$ cat src/rtl/sample_dumper.sv
// sample_dumper: reads N samples from a BRAM read port starting at address 0
// and streams each one MSB-byte-first through a byte-wide UART handshake.
`timescale 1ns/1ps

module sample_dumper #(
  parameter int unsigned DATA_SIZE = 16,
  parameter int unsigned ADDR_SIZE = 12,
  parameter int unsigned BYTE_SIZE = 8
) (
  input  logic                 i_clock,
  input  logic                 i_reset,
  input  logic                 i_start,
  input  logic [ADDR_SIZE-1:0] i_count,
  output logic [ADDR_SIZE-1:0] o_mem_addr,
  input  logic [DATA_SIZE-1:0] i_mem_data,
  output logic [BYTE_SIZE-1:0] o_tx_data,
  output logic                 o_tx_start,
  input  logic                 i_tx_done,
  output logic                 o_busy,
  output logic                 o_done
);

  localparam int unsigned BYTES = DATA_SIZE / BYTE_SIZE;
  localparam int unsigned CNT_W = (BYTES > 1) ? $clog2(BYTES) : 1;

  localparam logic [2:0] S_IDLE  = 3'd0;
  localparam logic [2:0] S_FETCH = 3'd1;
  localparam logic [2:0] S_LATCH = 3'd2;
  localparam logic [2:0] S_SEND  = 3'd3;
  localparam logic [2:0] S_WAIT  = 3'd4;
  localparam logic [2:0] S_DONE  = 3'd5;

  logic [2:0]           state_q, state_d;
  logic [ADDR_SIZE-1:0] addr_q, addr_d;
  logic [ADDR_SIZE-1:0] count_q, count_d;
  logic [DATA_SIZE-1:0] shift_q, shift_d;
  logic [CNT_W-1:0]     byte_cnt_q, byte_cnt_d;
  logic [BYTE_SIZE-1:0] tx_data_q, tx_data_d;
  logic                 busy_q, busy_d;
  logic                 done_q, done_d;

  // Next-state and datapath update for the dump sequence.
  always_comb begin
    state_d    = state_q;
    addr_d     = addr_q;
    count_d    = count_q;
    shift_d    = shift_q;
    byte_cnt_d = byte_cnt_q;

    case (state_q)
      S_IDLE: begin
        if (i_start) begin
          count_d = i_count;
          addr_d  = '0;
          state_d = (i_count == '0) ? S_DONE : S_FETCH;
        end
      end
      S_FETCH: state_d = S_LATCH;
      S_LATCH: begin
        shift_d    = i_mem_data;
        byte_cnt_d = CNT_W'(BYTES - 1);
        state_d    = S_SEND;
      end
      S_SEND: state_d = S_WAIT;
      S_WAIT: begin
        if (i_tx_done) begin
          if (byte_cnt_q != '0) begin
            shift_d    = shift_q << BYTE_SIZE;
            byte_cnt_d = byte_cnt_q - CNT_W'(1);
            state_d    = S_SEND;
          end else if (addr_q == count_q - ADDR_SIZE'(1)) begin
            state_d = S_DONE;
          end else begin
            addr_d  = addr_q + ADDR_SIZE'(1);
            state_d = S_FETCH;
          end
        end
      end
      S_DONE: begin
        addr_d  = '0;
        state_d = S_IDLE;
      end
      default: state_d = S_IDLE;
    endcase
  end

  // Registered outputs derived from the upcoming state; the byte on the wire
  // only changes when a new SEND begins, so it holds through WAIT.
  always_comb begin
    tx_data_d = tx_data_q;
    if (state_d == S_SEND) begin
      tx_data_d = shift_d[DATA_SIZE-1 -: BYTE_SIZE];
    end
    busy_d = (state_d != S_IDLE);
    done_d = (state_q == S_DONE);
  end

  // State and datapath registers with synchronous reset.
  always_ff @(posedge i_clock) begin
    if (i_reset) begin
      state_q    <= S_IDLE;
      addr_q     <= '0;
      count_q    <= '0;
      shift_q    <= '0;
      byte_cnt_q <= '0;
      tx_data_q  <= '0;
      busy_q     <= 1'b0;
      done_q     <= 1'b0;
    end else begin
      state_q    <= state_d;
      addr_q     <= addr_d;
      count_q    <= count_d;
      shift_q    <= shift_d;
      byte_cnt_q <= byte_cnt_d;
      tx_data_q  <= tx_data_d;
      busy_q     <= busy_d;
      done_q     <= done_d;
    end
  end

  assign o_mem_addr = addr_q;
  assign o_tx_data  = tx_data_q;
  assign o_tx_start = (state_q == S_SEND);
  assign o_busy     = busy_q;
  assign o_done     = done_q;

endmodule

$ cat config.mk
export PLATFORM = sky130hd
export DESIGN_NAME = sample_dumper
export DESIGN_NICKNAME = d
export VERILOG_FILES = /design/src/rtl/sample_dumper.sv
export SDC_FILE = /design/constraint.sdc
export NUM_CORES = 1
export LEC_CHECK = 0
export ABC_AREA = 1
export CORE_MARGIN = 1.5
export CORE_UTILIZATION = 28
export DETAILED_ROUTE_END_ITERATION = 16
export GPL_ROUTABILITY_DRIVEN = 0
export SLEW_MARGIN = 20
export SYNTH_ARGS = -nofsm -noshare
export SYNTH_HDL_FRONTEND = slang
export SYNTH_SLANG_ARGS = --single-unit
$ cat constraint.sdc
create_clock -name i_clock -period 3.2 [get_ports i_clock]
set_input_delay 0.96 -clock i_clock [delete_from_list [all_inputs] [get_ports i_clock]]
set_output_delay 0.96 -clock i_clock [all_outputs]
set_load 0.02 [all_outputs]
==> summary.txt <==
Setup path
  • Largest fanout on the critical path: 17
  • Endpoint class of the critical path: flip-flop
  • Crit Path Class: in2reg
  • CP Launch Type: primary input
  • Worst reg-to-reg setup slack: 0.91 ns
  • Crit path required time: 3.44 ns
  • Arr. time, crit path: 2.92 ns

Synthesis
  • Top cells by area, synth: dfxtp_1 (37%), nand2_1 (14%), nor2_1 (7.7%)
  • Syn avg cell area: 6.60 µm²
  • Number of synthesized flops with an enable pin: 0
  • Dominant synthesized flop cell: dfxtp_1
  • Yosys top cell by area: dfxtp_1
  • Syn. warnings: 0
  • Synth cell types: 29
  • Share of the synthesized area in the top cell type: 0.369
  • Post-Syn Instances: 444
  • Synth Register Bits: 54
  • Async SR Flop Fraction: 0
  • Post-synth net total: 478
  • Post-synthesis cell area: 0.00293 mm²
  • Register area share after synthesis: 0.369

STA
  • Minimum clock period: 2.67 ns
  • Headroom to the max-slew limit: 0.545
  • Setup TNS: 0 ns
  • Clock Skew: 0.0210 ns
  • Final hold vios: 0
  • Final Cycle Share: 0.835
  • Final setup viols: 0
  • Worst hold slack: 0.477 ns
  • RSZ-0062 raised after global routing: no
  • Max Clock Freq: 0.374 GHz
  • Final slew viol count: 0
  • Least-Margin Pin Slew: 0.682 ns

Power and ir drop
  • Leakage power: 1.49 nW
  • Clock power share: 0.248
  • Combinational group share of total power: 0.285
  • Switch share: 0.353
  • Worst ir drop on vdd: 199 µV
  • Power Density: 454 mW/mm²
  • Register share of total power: 0.467
  • Int Pwr: 1.08 mW
  • Psw: 590 µW

Place
  • Dpl hpwl: 5960 µm
  • IO Port Bufs: 54

Cells and area
  • Most frequent cells in the layout: nand2_1 (113), nor2_1 (60), dfxtp_1 (54), clkdlybuf4s50_1 (54), inv_1 (45)
  • Fin nets: 527
  • Fin util: 0.360
  • Share of layout cells above drive strength 1: 0.0628
  • # fillers: 1,112
  • Sequential cell area: 0.00108 mm²
  • Footprint of the multi-input gates: 0.00159 mm²
  • Area grow syn2layout: 25.8%
  • N_diodes: 0
  • Commonest non-fill, non-tap cell in the layout: nand2_1

Global routing
  • Initial antenna violation count: 0
  • Vias in the first global route: 2,747
  • Total gr overflow: 0
  • First-pass GRT wire length: 12,900 µm
  • Overall Global Routing Usage: 0.142
  • Largest net degree at the start of global routing: 31

Floorplan
  • Die width: 105 µm
  • # rows: 37
  • Die Area: 0.0111 mm²
  • I/O Pins: 55
  • Die Height: 105 µm
  • Core Area: 0.0102 mm²
  • Initial Util: 0.286

Clock network
  • Post-CTS setup buffer count: 0
  • Clk buf depth: 2
  • CTS resizes: 0
  • Inserted Clock Buffers: 5
  • CTS tree: done
  • Root Driver: clkbuf_8
  • Clock insertion delay at the later pin of the skew report: 0.32 ns
  • Clk pin slew, worst setup/hold paths: 0.12 ns
  • CTS HTree Levels: 2
  • CTS sink cnt: 54
  • Hold_buf cts: 0

Detailed routing
  • Detailed Routing Iterations Pass 1: 6
  • Via/cell ratio: 4.70
  • DRT iter0 DRCs: 95
  • Antenna-violating nets left: 0
  • Drc violations: 0
  • Total number of vias: 2,958
  • WL final: 7840 µm
  • Wirelength per Cell: 12.4 µm

Job
  • Max cap viols: 0

Min path
  • Hold Path Class: reg2reg

Run status
  • Status: completed
metal layers:
layer	track usage	vias up	share of wire	wire length, µm
li1	-	1528	-	-
met1	0.190	1352	0.46	3600
met2	0.232	69	0.47	3720
met3	0.0284	9	0.055	434
met4	0.0382	0	0.011	86
met5	0	-	0	0
layout make-up:
type	instances	area share
clock inverter	3	0.00713
inverter	51	0.0519
clock buffer	5	0.0187
tap	136	0.0462
timing repair buffer	57	0.153
sequential	54	0.293
multi-input combinational	324	0.430
power groups by stage:
stage | Clock (mW) | Combinational [mW] | Sequential, mW
floorplan | 0 | 0.310 | 0.803
global placement | 0 | 0.469 | 0.797
detailed placement | 0 | 0.475 | 0.795
CTS | 0.427 | 0.478 | 0.780
global route | 0.446 | 0.538 | 0.788
finish | 0.415 | 0.477 | 0.781
metrics by stage:
step	cells	cell area, µm²	setup WS, ns	total power [mW]
3_5_place_dp	622	3590	0.212	1.27
2_1_floorplan	444	2930	1.19	1.11
3_3_place_gp	622	3590	0.340	1.27
6_report	630	3690	0.527	1.67
4_1_cts	630	3690	0.537	1.69
5_1_grt	630	3690	0.300	1.77
synthesized netlist by cell type (2+ instances only):
master and count:
o21ai_0 23, nor4_1 2, nand2_1 113, nor2_1 60, ha_1 2, buf_2 6
inv_2 5, inv_1 45, nand3_1 28, nor2_2 5, xnor2_1 2, xor2_1 16
dfxtp_1 54, a21oi_1 39, nor2_4 2, nand2_2 4, nor3_1 8, clkbuf_1 8
o311a_1 8, nand4_1 5
kinds of logic after synthesis:
logic type / count (synthesis) / share of synthesized area
and+or+nand+nor: 231 / 0.339
AOI/OAI and AO/OA: 73 / 0.140
buffers and inverters: 66 / 0.0897
DFF: 54 / 0.369
xor gates and xnor gates: 18 / 0.0538
adders and majority gates: 2 / 0.00854
state kept, by name (all words and copies together) (netlist names):
| name | flops |
|---|---|
| count_q | 12 |
| shift_q | 16 |
| byte_cnt_q | 1 |
| o_busy | 1 |
| o_tx_data | 8 |
| o_mem_addr | 12 |
| state_q | 3 |
| o_done | 1 |
worst paths after layout:
kind | to | cells past startpoint | start
min | shift_q[6]$_SDFFE_PP0P_ | 2 | shift_q[6]$_SDFFE_PP0P_
min reg2reg | shift_q[6]$_SDFFE_PP0P_ | 2 | shift_q[6]$_SDFFE_PP0P_
max | shift_q[0]$_SDFFE_PP0P_ | 8 | i_tx_done
max reg2reg | o_mem_addr[1]$_SDFFE_PP0P_ | 13 | count_q[0]$_SDFFE_PP0P_
worst max-delay path, stage by stage:
cell and delay, ns:
clkdlybuf4s50_1 0.45, nand2_2 0.21, clkinv_1 0.27, nand2_1 0.19, nand2_1 0.32, inv_1 0.31
nand2_1 0.08, a21oi_1 0.13
Note: power is estimated with default switching activity, not from simulation.
